--- config.mk ---
export PLATFORM = sky130hd
export DESIGN_NAME = calc_sequencer_flat
export DESIGN_NICKNAME = d
export VERILOG_FILES = /design/src/rtl/calc_sequencer_if.sv /design/src/rtl/calc_sequencer.sv /design/src/flat_wrapper.sv
export SDC_FILE = /design/constraint.sdc
export NUM_CORES = 1
export LEC_CHECK = 0
export CAP_MARGIN = 10
export CORE_MARGIN = 1
export CORE_UTILIZATION = 55
export CTS_BUF_LIST = sky130_fd_sc_hd__clkbuf_16
export DETAILED_ROUTE_END_ITERATION = 7
export DONT_BUFFER_PORTS = 1
export PLACE_DENSITY = 0.78
export SLEW_MARGIN = 25
export SYNTH_ARGS = -nofsm -noshare
export SYNTH_HDL_FRONTEND = slang
export SYNTH_SLANG_ARGS = --single-unit
--- constraint.sdc ---
create_clock -name clk -period 6.2 [get_ports clk]
set_input_delay 1.55 -clock clk [delete_from_list [all_inputs] [get_ports clk]]
set_output_delay 1.55 -clock clk [all_outputs]
set_load 0.05 [all_outputs]
--- src/rtl/calc_sequencer_if.sv ---
// ALU handshake between the calculator sequencer (master) and the ALU (slave).
// Latency: start is a one-cycle strobe answered later by a one-cycle done strobe; no backpressure.
interface calc_sequencer_if;
  logic [7:0] alu_a;
  logic [7:0] alu_b;
  logic [1:0] alu_op;
  logic       alu_start;
  logic [7:0] alu_result;
  logic       alu_done;
  logic       alu_err;

  modport master (
    output alu_a, alu_b, alu_op, alu_start,
    input  alu_result, alu_done, alu_err
  );

  modport slave (
    input  alu_a, alu_b, alu_op, alu_start,
    output alu_result, alu_done, alu_err
  );
endinterface

--- src/rtl/calc_sequencer.sv ---
// Calculator control FSM: debounced buttons, operand/op capture, ALU start/done with timeout.
// Latency: 2-cycle synchronisers + DEBOUNCE_CYCLES per button; no backpressure, ALU must answer with done.
module calc_sequencer #(
  parameter int DEBOUNCE_CYCLES = 16,
  parameter int CNT_W           = 20,
  parameter int ALU_TIMEOUT     = 64
) (
  input  logic                    clk,
  input  logic                    rst,
  input  logic [7:0]              sw,
  input  logic [2:0]              btn,
  calc_sequencer_if.master        alu,
  output logic [7:0]              led,
  output logic [2:0]              state_code,
  output logic                    busy
);
  localparam int TMO_W = $clog2(ALU_TIMEOUT) + 1;

  typedef enum logic [2:0] {
    S_A    = 3'd0,
    S_B    = 3'd1,
    S_OP   = 3'd2,
    S_EXEC = 3'd3,
    S_SHOW = 3'd4,
    S_ERR  = 3'd5
  } state_t;

  logic [7:0]            sw_s1_q, sw_s1_d, sw_s2_q, sw_s2_d;
  logic [2:0]            btn_s1_q, btn_s1_d, btn_s2_q, btn_s2_d;
  logic [2:0]            deb_q, deb_d, deb_prev_q, deb_prev_d;
  logic [2:0][CNT_W-1:0] cnt_q, cnt_d;
  logic [2:0]            pls;
  logic                  ent_p, op_p, clr_p;

  state_t                state_q, state_d;
  logic [7:0]            a_q, a_d, b_q, b_d, res_q, res_d, led_q, led_d;
  logic [1:0]            op_q, op_d;
  logic [TMO_W-1:0]      tmo_q, tmo_d;
  logic                  start_q, start_d, busy_q, busy_d;

  always_comb begin
    sw_s1_d    = sw;
    sw_s2_d    = sw_s1_q;
    btn_s1_d   = btn;
    btn_s2_d   = btn_s1_q;
    deb_prev_d = deb_q;
    deb_d      = deb_q;
    cnt_d      = '0;
    // The counter only runs while the synchronised level disagrees with the accepted one.
    for (int i = 0; i < 3; i++) begin
      if (btn_s2_q[i] != deb_q[i]) begin
        if (cnt_q[i] == CNT_W'(DEBOUNCE_CYCLES - 1)) begin
          deb_d[i] = ~deb_q[i];
        end else begin
          cnt_d[i] = cnt_q[i] + 1'b1;
        end
      end
    end
  end

  assign pls   = deb_q & ~deb_prev_q;
  assign ent_p = pls[0];
  assign op_p  = pls[1];
  assign clr_p = pls[2];

  always_comb begin
    state_d = state_q;
    a_d     = a_q;
    b_d     = b_q;
    op_d    = op_q;
    res_d   = res_q;
    tmo_d   = tmo_q;
    start_d = 1'b0;
    if (clr_p) begin
      state_d = S_A;
      a_d     = '0;
      b_d     = '0;
      op_d    = '0;
      res_d   = '0;
      tmo_d   = '0;
    end else begin
      case (state_q)
        S_A: if (ent_p) begin
          a_d     = sw_s2_q;
          state_d = S_B;
        end
        S_B: if (ent_p) begin
          b_d     = sw_s2_q;
          state_d = S_OP;
        end
        S_OP: begin
          if (ent_p) begin
            state_d = S_EXEC;
            start_d = 1'b1;
            tmo_d   = '0;
          end else if (op_p) begin
            op_d = op_q + 1'b1;
          end
        end
        S_EXEC: begin
          if (alu.alu_done) begin
            if (alu.alu_err) begin
              state_d = S_ERR;
            end else begin
              res_d   = alu.alu_result;
              state_d = S_SHOW;
            end
          end else if (tmo_q == TMO_W'(ALU_TIMEOUT - 1)) begin
            state_d = S_ERR;
          end else begin
            tmo_d = tmo_q + 1'b1;
          end
        end
        S_SHOW: begin
          if (ent_p) begin
            state_d = S_A;
          end else if (op_p) begin
            a_d     = res_q;
            state_d = S_B;
          end
        end
        S_ERR: if (ent_p) state_d = S_A;
        default: state_d = S_A;
      endcase
    end
  end

  // Display follows the state being entered so led changes together with state_code.
  always_comb begin
    led_d  = '0;
    busy_d = (state_d == S_EXEC);
    case (state_d)
      S_A, S_B: led_d = sw_s2_q;
      S_OP:     led_d = {6'b0, op_d};
      S_EXEC:   led_d = led_q;
      S_SHOW:   led_d = res_d;
      S_ERR:    led_d = 8'hFF;
      default:  led_d = '0;
    endcase
  end

  always_ff @(posedge clk or posedge rst) begin
    if (rst) begin
      sw_s1_q    <= '0;
      sw_s2_q    <= '0;
      btn_s1_q   <= '0;
      btn_s2_q   <= '0;
      deb_q      <= '0;
      deb_prev_q <= '0;
      cnt_q      <= '0;
      state_q    <= S_A;
      a_q        <= '0;
      b_q        <= '0;
      op_q       <= '0;
      res_q      <= '0;
      tmo_q      <= '0;
      start_q    <= 1'b0;
      busy_q     <= 1'b0;
      led_q      <= '0;
    end else begin
      sw_s1_q    <= sw_s1_d;
      sw_s2_q    <= sw_s2_d;
      btn_s1_q   <= btn_s1_d;
      btn_s2_q   <= btn_s2_d;
      deb_q      <= deb_d;
      deb_prev_q <= deb_prev_d;
      cnt_q      <= cnt_d;
      state_q    <= state_d;
      a_q        <= a_d;
      b_q        <= b_d;
      op_q       <= op_d;
      res_q      <= res_d;
      tmo_q      <= tmo_d;
      start_q    <= start_d;
      busy_q     <= busy_d;
      led_q      <= led_d;
    end
  end

  assign alu.alu_a     = a_q;
  assign alu.alu_b     = b_q;
  assign alu.alu_op    = op_q;
  assign alu.alu_start = start_q;
  assign led           = led_q;
  assign state_code    = state_q;
  assign busy          = busy_q;
endmodule

--- src/flat_wrapper.sv ---
// flat-port wrapper written by rule: the top's interface ports become plain ports
module calc_sequencer_flat 
#(
  parameter int DEBOUNCE_CYCLES = 16,
  parameter int CNT_W           = 20,
  parameter int ALU_TIMEOUT     = 64
)
  (clk, rst, sw, btn, led, state_code, busy, alu_alu_a, alu_alu_b, alu_alu_op, alu_alu_start, alu_alu_result, alu_alu_done, alu_alu_err);
  calc_sequencer_if alu_i ();
  input  logic clk;
  input  logic rst;
  input  logic [7:0] sw;
  input  logic [2:0] btn;
  output logic [7:0] led;
  output logic [2:0] state_code;
  output logic busy;
  output wire logic [$bits(alu_i.alu_a)-1:0] alu_alu_a;
  output wire logic [$bits(alu_i.alu_b)-1:0] alu_alu_b;
  output wire logic [$bits(alu_i.alu_op)-1:0] alu_alu_op;
  output wire logic [$bits(alu_i.alu_start)-1:0] alu_alu_start;
  input wire logic [$bits(alu_i.alu_result)-1:0] alu_alu_result;
  input wire logic [$bits(alu_i.alu_done)-1:0] alu_alu_done;
  input wire logic [$bits(alu_i.alu_err)-1:0] alu_alu_err;
  assign alu_alu_a = alu_i.alu_a;
  assign alu_alu_b = alu_i.alu_b;
  assign alu_alu_op = alu_i.alu_op;
  assign alu_alu_start = alu_i.alu_start;
  assign alu_i.alu_result = alu_alu_result;
  assign alu_i.alu_done = alu_alu_done;
  assign alu_i.alu_err = alu_alu_err;
  calc_sequencer #(.DEBOUNCE_CYCLES(DEBOUNCE_CYCLES), .CNT_W(CNT_W), .ALU_TIMEOUT(ALU_TIMEOUT)) u_core (.clk(clk), .rst(rst), .sw(sw), .btn(btn), .alu(alu_i), .led(led), .state_code(state_code), .busy(busy));
endmodule
Yosys cells after proc, flatten, opt, wreduce, memory -nomap -nowiden --
Cells that the tools add are included.
Storage, ports and cells: flip-flop bits (word level) 134, word-level logic and storage cells 107, bits of input ports 23, output and inout port bits 31
Operators by class: bitwise operators 5, muxes and demuxes 41, add/sub/neg operators 5, reduce and logical (&&, ||, !) cells 13, eq/ne operators 23
Operators with widths (number):
- 20-bit 2-to-1 mux | 6
- 8-bit 2-to-1 mux | 10
- 20-bit by 1-bit adder with 20-bit output, second input constant | 3
- 20-bit by 4-bit == test with 1-bit output, second input constant | 3
- 8-bit one-hot mux with 5 select lines | 1
- 7-bit 2-to-1 mux | 4
- 3-bit 2-to-1 mux | 9
- 3-bit one-hot mux with 6 select lines | 1
- 8-bit one-hot mux with 2 select lines | 1
- 7-bit one-hot mux with 2 select lines | 1
- 3-bit by 2-bit == test with 1-bit output, second input constant | 4
- 3-bit == test, second input constant | 4
- 3-bit by 1-bit inequality test with 1-bit output, second input constant | 3
- 3-bit by 2-bit inequality test with 1-bit output, second input constant | 3
- 2-bit 2-to-1 mux | 4
- 2-bit AND reduction | 4
- 4-bit AND reduction | 2
- 7-bit by 1-bit adder with 7-bit output, second input constant | 1
- 7-bit by 6-bit == test with 1-bit output, second input constant | 1
- 3-bit by 1-bit == test with 1-bit output, second input constant | 2
- 3-bit logical NOT | 2
- 3-bit nonzero test | 2
- 1-bit 2-to-1 mux | 4
- 2-bit nonzero test | 2
- other kinds (6) | 10

Logic depth before layout (Yosys ltp) --
Gate-level depths: netlist of run 1.
depth after elaboration 9, mapped depth 8, depth with buffers taken out 7

Worst setup path before layout of run 1 --
Ideal clock, no wire load.
kind input to register, start point in alu_alu_done, end point reg u_core.led_q[2] (netlist: u_core.led[2]), required time 6.074 ns, stages 6, path slack 3.336 ns, setup time 0.126 ns, buffers on the path 0, arrival time 2.738 ns, cells stage by stage inv_1 nor3_4 mux2i_1 nor2_1 o21a_1 a221o_1
Between the ends: elaborated cells on any way between the ends 14, those cells by class eq/ne (5); mux (7); reduce/logical (2)
RTL lines:
- from (decl) | RTL line flat_wrapper.sv:22 | input wire logic [$bits(alu_i.alu_done)-1:0] alu_alu_done;
- 8-bit 2-to-1 mux | RTL line calc_sequencer.sv:101 | if (alu.alu_done) begin
- 8-bit 2-to-1 mux | RTL line calc_sequencer.sv:82 | case (state_q)
- 8-bit 2-to-1 mux | RTL line calc_sequencer.sv:74 | if (clr_p) begin
- named net u_core.res_d[2] | RTL line calc_sequencer.sv:36 | logic [7:0] a_q, a_d, b_q, b_d, res_q, res_d, led_q, led_d;
- 8-bit one-hot mux with 5 select lines | RTL line calc_sequencer.sv:132 | case (state_d)
- to (signal assigned) | RTL line calc_sequencer.sv:176 | led_q <= led_d;
- to (decl) | RTL line calc_sequencer.sv:36
The timed path passes the listed nets, and every way through them passes these cells. A chain may end at the register's enable or synchronous reset.

Final worst setup path of run 1 --
start point reg u_core.state_q[0] (netlist: u_core.state_code[0]), end point out state_code[0]
RTL lines:
- from (decl) | RTL line calc_sequencer.sv:35 | state_t state_q, state_d;
- from (signal assigned) | RTL line calc_sequencer.sv:168 | state_q <= state_d;
- to (decl) | RTL line flat_wrapper.sv:15 | output logic [2:0] state_code;
No word-level cell between the ends.

==> results of run 1 <==
-- metal layers --
layer / global-route usage, % / wire, µm / part of all wire, %
met5: 0 / 0 / 0
met4: 8.45 / 148 / 1.3
met3: 5.81 / 549 / 4.8
met2: 37.1 / 5810 / 50
met1: 28.8 / 5010 / 44
-- registers in the layout, summed over array words and instances, names as in the netlist, 7 cells and up --
name	cells
u_core.sw_s2_q	8
u_core.cnt_q	60
u_core.led	8
u_core.alu.alu_b	8
u_core.alu.alu_a	8
u_core.sw_s1_q	8
u_core.res_q	8
u_core.tmo_q	7
-- kinds of logic after synthesis --
group | after synthesis | share of synthesized area, %
and+or+nand+nor | 238 | 20.0
muxes | 28 | 4.83
adders and majority gates | 4 | 0.851
AOI/OAI and AO/OA | 53 | 6.45
DFF | 134 | 57.0
xor gates and xnor gates | 56 | 8.34
buffers and inverters | 33 | 2.47
-- metrics by stage --
stage,std cells,hold slack [ns],setup WS (ns)
after floorplan,546,0.331,1.07
after global placement,666,0.334,3.12
after detailed placement,666,0.335,3.10
after CTS,698,0.348,3.36
after global routing,698,0.354,3.31
final,698,0.345,3.38
-- cells in the mapped netlist, types with 2 or more instances --
master    count  area [µm²]
and3_1       16         100
buf_4         2        15.0
a21oi_1      10        50.1
xor2_1       22         193
and2_1        3        18.8
nor2b_1       7        43.8
nand3_1      26         130
dfrtp_1     134        3350
mux2_2        3        33.8
a221o_1       7        70.1
inv_1        13        48.8
clkbuf_1     12        45.0
nand4_1      10        62.6
ha_1          4        50.1
o21ai_0      13        65.1
nor4_1       17         106
nor3_1       11        55.1
a211oi_1      9        67.6
nor3b_1       2        15.0
nand3b_1      4        30.0
buf_2         5        25.0
mux2i_1      25         250
nor2_1      101         379
and4_1        2        17.5
or2_2         2        12.5
nand2_1      21        78.8
nand2b_1      5        31.3
or3_1         3        18.8
xnor2_1      34         298
o21a_1        6        45.0
-- worst paths after layout --
kind	start	endpoint	slack, ns	depth (start not counted)
worst min-delay path	u_core.sw_s1_q[6]$_DFF_PP0_	u_core.sw_s2_q[6]$_DFF_PP0_	0.34	0
worst min register to register	u_core.sw_s1_q[6]$_DFF_PP0_	u_core.sw_s2_q[6]$_DFF_PP0_	0.34	0
worst max-delay path	u_core.state_code[0]$_DFF_PP0_	state_code[0]	3.38	0
min in group asynchronous	rst	u_core.cnt_q[2]$_DFF_PP0_	1.15	1
max in group asynchronous	rst	u_core.cnt_q[4]$_DFF_PP0_	3.98	2
worst max register to register	u_core.state_code[0]$_DFF_PP0_	u_core.led[7]$_DFFE_PP0N_	3.52	6
-- cell usage in the layout (no fill, tap or decap), types with 10 or more instances in the layout --
| master | count |
|---|---|
| a21oi_1 | 10 |
| and3_1 | 16 |
| clkbuf_16 | 17 |
| dfrtp_1 | 134 |
| inv_1 | 13 |
| mux2i_1 | 25 |
| nand2_1 | 21 |
| nand3_1 | 26 |
| nand4_1 | 10 |
| nor2_1 | 101 |
| nor3_1 | 11 |
| nor4_1 | 17 |
| o21ai_0 | 12 |
| xnor2_1 | 34 |
| xor2_1 | 22 |
-- report_power, final --
group          internal, mW  total, mW  switching (mW)  leakage (nW)
Combinational        0.0131     0.0452          0.0320         0.892
Sequential            0.894      0.924          0.0302          1.78
Clock                 0.634       1.01           0.379         0.299
Total                  1.54       1.98           0.441          2.97
-- final cells by class --
cell class / count / area (µm²)
fill: 790 / 3730
clock buffer: 17 / 425
clock inverter: 15 / 178
timing repair buffer: 4 / 30.0
inverter: 13 / 53.8
multi-input combinational: 379 / 2380
sequential: 134 / 3350
tap: 136 / 170
==> run summary, run 1 <==
Status = completed
Worst skew pair latency = 0.41 ns
Num Clock Sinks = 134
Post-Syn Area = 5880 µm²
Die area = 11,100 µm²
Slew HR = 40.3%
LEAKAGE = 2.97 nW
CTS Buffer Depth = 2
Starting Density = 57.0%
Post-synth ARST share = 100%
Standard-cell rows = 37
Setup TNS = 0 ns
PwrDens = 301 nW/µm²
First-pass GRT wire length = 19.6 mm
Hold crit path type = reg -> reg
IO Pins = 54
Worst EP required = 4.65 ns
Gpl congestion = 0.824
Least-Margin Pin Slew = 0.893 ns
Final setup violation count = 0
CP startpoint kind = flop
Hold Vio Cnt, Final = 0
Post-CTS Setup Inserts = 0
Largest net degree at the start of global routing = 86
Number of H-tree levels = 4
Share of layout cells above drive strength 1 = 8.72%
Placed inst area = 5990 µm²
Post_cts resized = 0
Total GRT Usage = 22.5%
Vias post-DR = 4,014
CTS Buf Count = 17
Hold buffer count at cts = 0
DRC = 0
Synth Register Bits = 134
Worst Setup End Kind = primary output
Grt ovf = 0
Top_reg_cell synth = dfrtp_1
Max Clock Skew = 0.00921 ns
Number of max-cap violations = 0
Maximum VDD drop = 0.265 mV
Routed len/inst = 16.5 µm
CP arrival = 1.27 ns
ANT cells = 0
EDFF count, synth = 0
Synthesis Warnings = 0
CTS tree = yes
Cell area after layout = 6600 µm²
Layout Nets = 576
DR pass1 iterations = 4
Netlist cell types = 47
Core area = 10,300 µm²
Crit path kind = reg -> out
Clock-pin slew on the worst setup and hold paths = 0.06 ns
Synth Net Count = 573
Tot Pwr = 1.98 mW
Clk Tree Root Cell = clkbuf_16
Die extent in y = 105 µm
Final worst path period share = 45.5%
Mapped Cells = 546
Vias per std cell = 5.75
Crit Path Max Fanout = 13
IO buf count = 0
Fmax = 0.354 GHz
Minimum clock period = 2.82 ns
RSZ-0062 raised after global routing = no
Aggregate routed wire length = 11.5 mm
Register area share after synthesis = 57.0%
Number of global-route vias before repair = 4,116
ANT nets after route = 0
Final Slew Violations = 0
Finished Core Util = 63.9%
Die width = 105 µm
Final HPWL DP = 7.46 mm
Average cell area after synthesis = 10.8 µm²
Initial antenna violation count = 0
Area delta synth->final = 12.1%
Iter 0 DRT Violations = 289
Note: power is estimated with default switching activity, not from simulation.
==> run 2: changes to the inputs <==
- PLACE_DENSITY: 0.78 -> 0.81
- clock period: 6.2 -> 2.4 ns (I/O delays scaled with it)
==> run 2 against run 1 <==
  * Worst setup slack got worse by 3.2 ns
  * First-iteration DRC count increased by 37%
  * Die area unchanged
  * Critical path depth increased by 7
==> run summary, run 2 (same netlist as run 1, synthesis figures left out) <==
Status = completed
Met1 Resource Use GR = 29.3%
Routing usage on met2 = 37.9%
Number of global-route vias before repair = 4,146
Core area = 10,300 µm²
Switching Share = 21.9%
Area delta synth->final = 13.2%
LEAKAGE = 2.99 nW
Final worst path period share = 93.8%
Number of H-tree levels = 4
Worst skew pair latency = 0.40 ns
Worst EP required = 2.68 ns
Largest net degree at the start of global routing = 67
Clk Tree Root Cell = clkbuf_16
Most frequent cells in the layout = dfrtp_1, nor2_1, xnor2_1
Hold crit path type = in -> async
Vias per std cell = 5.79
Max Clock Skew = 0.00415 ns
Clock-pin slew on the worst setup and hold paths = 0.06 ns
RSZ-0062 raised after global routing = no
Internal Power = 3.97 mW
Slew HR = 59.0%
Die area = 11,100 µm²
Crit path kind = reg -> reg
Comb pwr share = 2.6%
Starting Density = 57.0%
ANT cells = 0
Gpl congestion = 0.875
Inst Count DP = 674
Share of layout cells above drive strength 1 = 9.70%
Iter 0 DRT Violations = 397
Worst Setup End Kind = flop
Register area = 3350 µm²
Max reg flops = 60
Vias post-DR = 4,070
Least-Margin Pin Slew = 0.614 ns
Num Clock Sinks = 134
CP startpoint kind = flop
Sw power = 1.11 mW
Top reg by flops = u_core.cnt_q
Standard-cell rows = 37
First-pass GRT wire length = 19.9 mm
IO Pins = 54
Post-Layout Cell Count = 703
Post-CTS Setup Inserts = 0
Sequential share of power = 47.0%
Die extent in y = 105 µm
CTS Buf Count = 17
Final Slew Violations = 0
PwrDens = 763 nW/µm²
Met3 Use GR = 6.06%
Crit Path Max Fanout = 6
Final setup violation count = 0
Layout Nets = 584
Maximum VDD drop = 0.773 mV
Post_cts resized = 0
CTS tree = yes
Initial antenna violation count = 0
ANT nets after route = 0
Setup TNS = 0 ns
Die width = 105 µm
Hold buffer count at cts = 0
Routed len/inst = 16.9 µm
Filler cells = 779
Busiest grt layer = met2
CP arrival = 2.53 ns
Multi-input gate area = 2380 µm²
Aggregate routed wire length = 11.8 mm
IO buf count = 0
Number of max-cap violations = 0
Minimum clock period = 2.25 ns
Hold Vio Cnt, Final = 0
Final HPWL DP = 7.65 mm
Grt ovf = 0
Fmax = 0.444 GHz
CTS Buffer Depth = 2
Total GRT Usage = 23.0%
DR pass1 iterations = 5
R2R setup slack = 0.15 ns
DRC = 0
Clock Power Share = 50.5%
Most common cell after layout, fill and taps aside = dfrtp_1
-- run 2: critical path, stage by stage (launching register included) --
cell and delay, ns:
dfrtp_1 0.41, ha_1 0.23, nand3_2 0.15, nor3_1 0.26
o21ai_0 0.12, a21boi_0 0.39, nor2_1 0.22, a221o_1 0.34
-- run 2: worst paths after layout --
kind	start	to	cells past startpoint
setup reg to reg	u_core.tmo_q[0]$_DFFE_PP0P_	u_core.led[7]$_DFFE_PP0N_	7
min in group clk	sw[0]	u_core.sw_s1_q[0]$_DFF_PP0_	0
max in group asynchronous	rst	u_core.sw_s1_q[2]$_DFF_PP0_	2
hold / removal	rst	u_core.cnt_q[18]$_DFF_PP0_	1
hold reg to reg	u_core.sw_s1_q[2]$_DFF_PP0_	u_core.sw_s2_q[2]$_DFF_PP0_	0
setup / recovery	u_core.tmo_q[0]$_DFFE_PP0P_	u_core.led[7]$_DFFE_PP0N_	7
-- run 2: area by class of cell --
class	instances	area share (%)
clock inverter	12	2.35
tap	136	2.56
inverter	13	0.789
timing repair buffer	12	1.73
multi-input combinational	379	35.8
clock buffer	17	6.39
sequential	134	50.4
-- run 2: layer usage --
metal	up-vias	wire length (µm)
met5	-	0
met4	0	167
met3	14	666
met2	114	6030
met1	2043	4980
li1	1899	-
-- run 2: power groups by stage --
stage                     Clock [mW]  Sequential [mW]  Combinational (mW)
after global placement             0             2.42               0.125
after detailed placement           0             2.42               0.133
final                           2.56             2.39               0.132
after global routing            2.70             2.39               0.152
after CTS                       2.60             2.39               0.136
after floorplan                    0             2.41              0.0975
-- run 2: stage by stage --
stage / setup slack [ns] / hold WS, ns / area [µm²] / total power [mW] / util, %
after floorplan: 0.113 / 0.331 / 5880 / 2.51 / -
after global placement: 0.328 / 0.332 / 6080 / 2.55 / 58.9
after detailed placement: 0.205 / 0.335 / 6080 / 2.56 / 58.9
after CTS: 0.194 / 0.155 / 6660 / 5.12 / 64.5
after global routing: 0.0390 / 0.184 / 6660 / 5.25 / 64.5
final: 0.149 / 0.143 / 6660 / 5.08 / 64.5
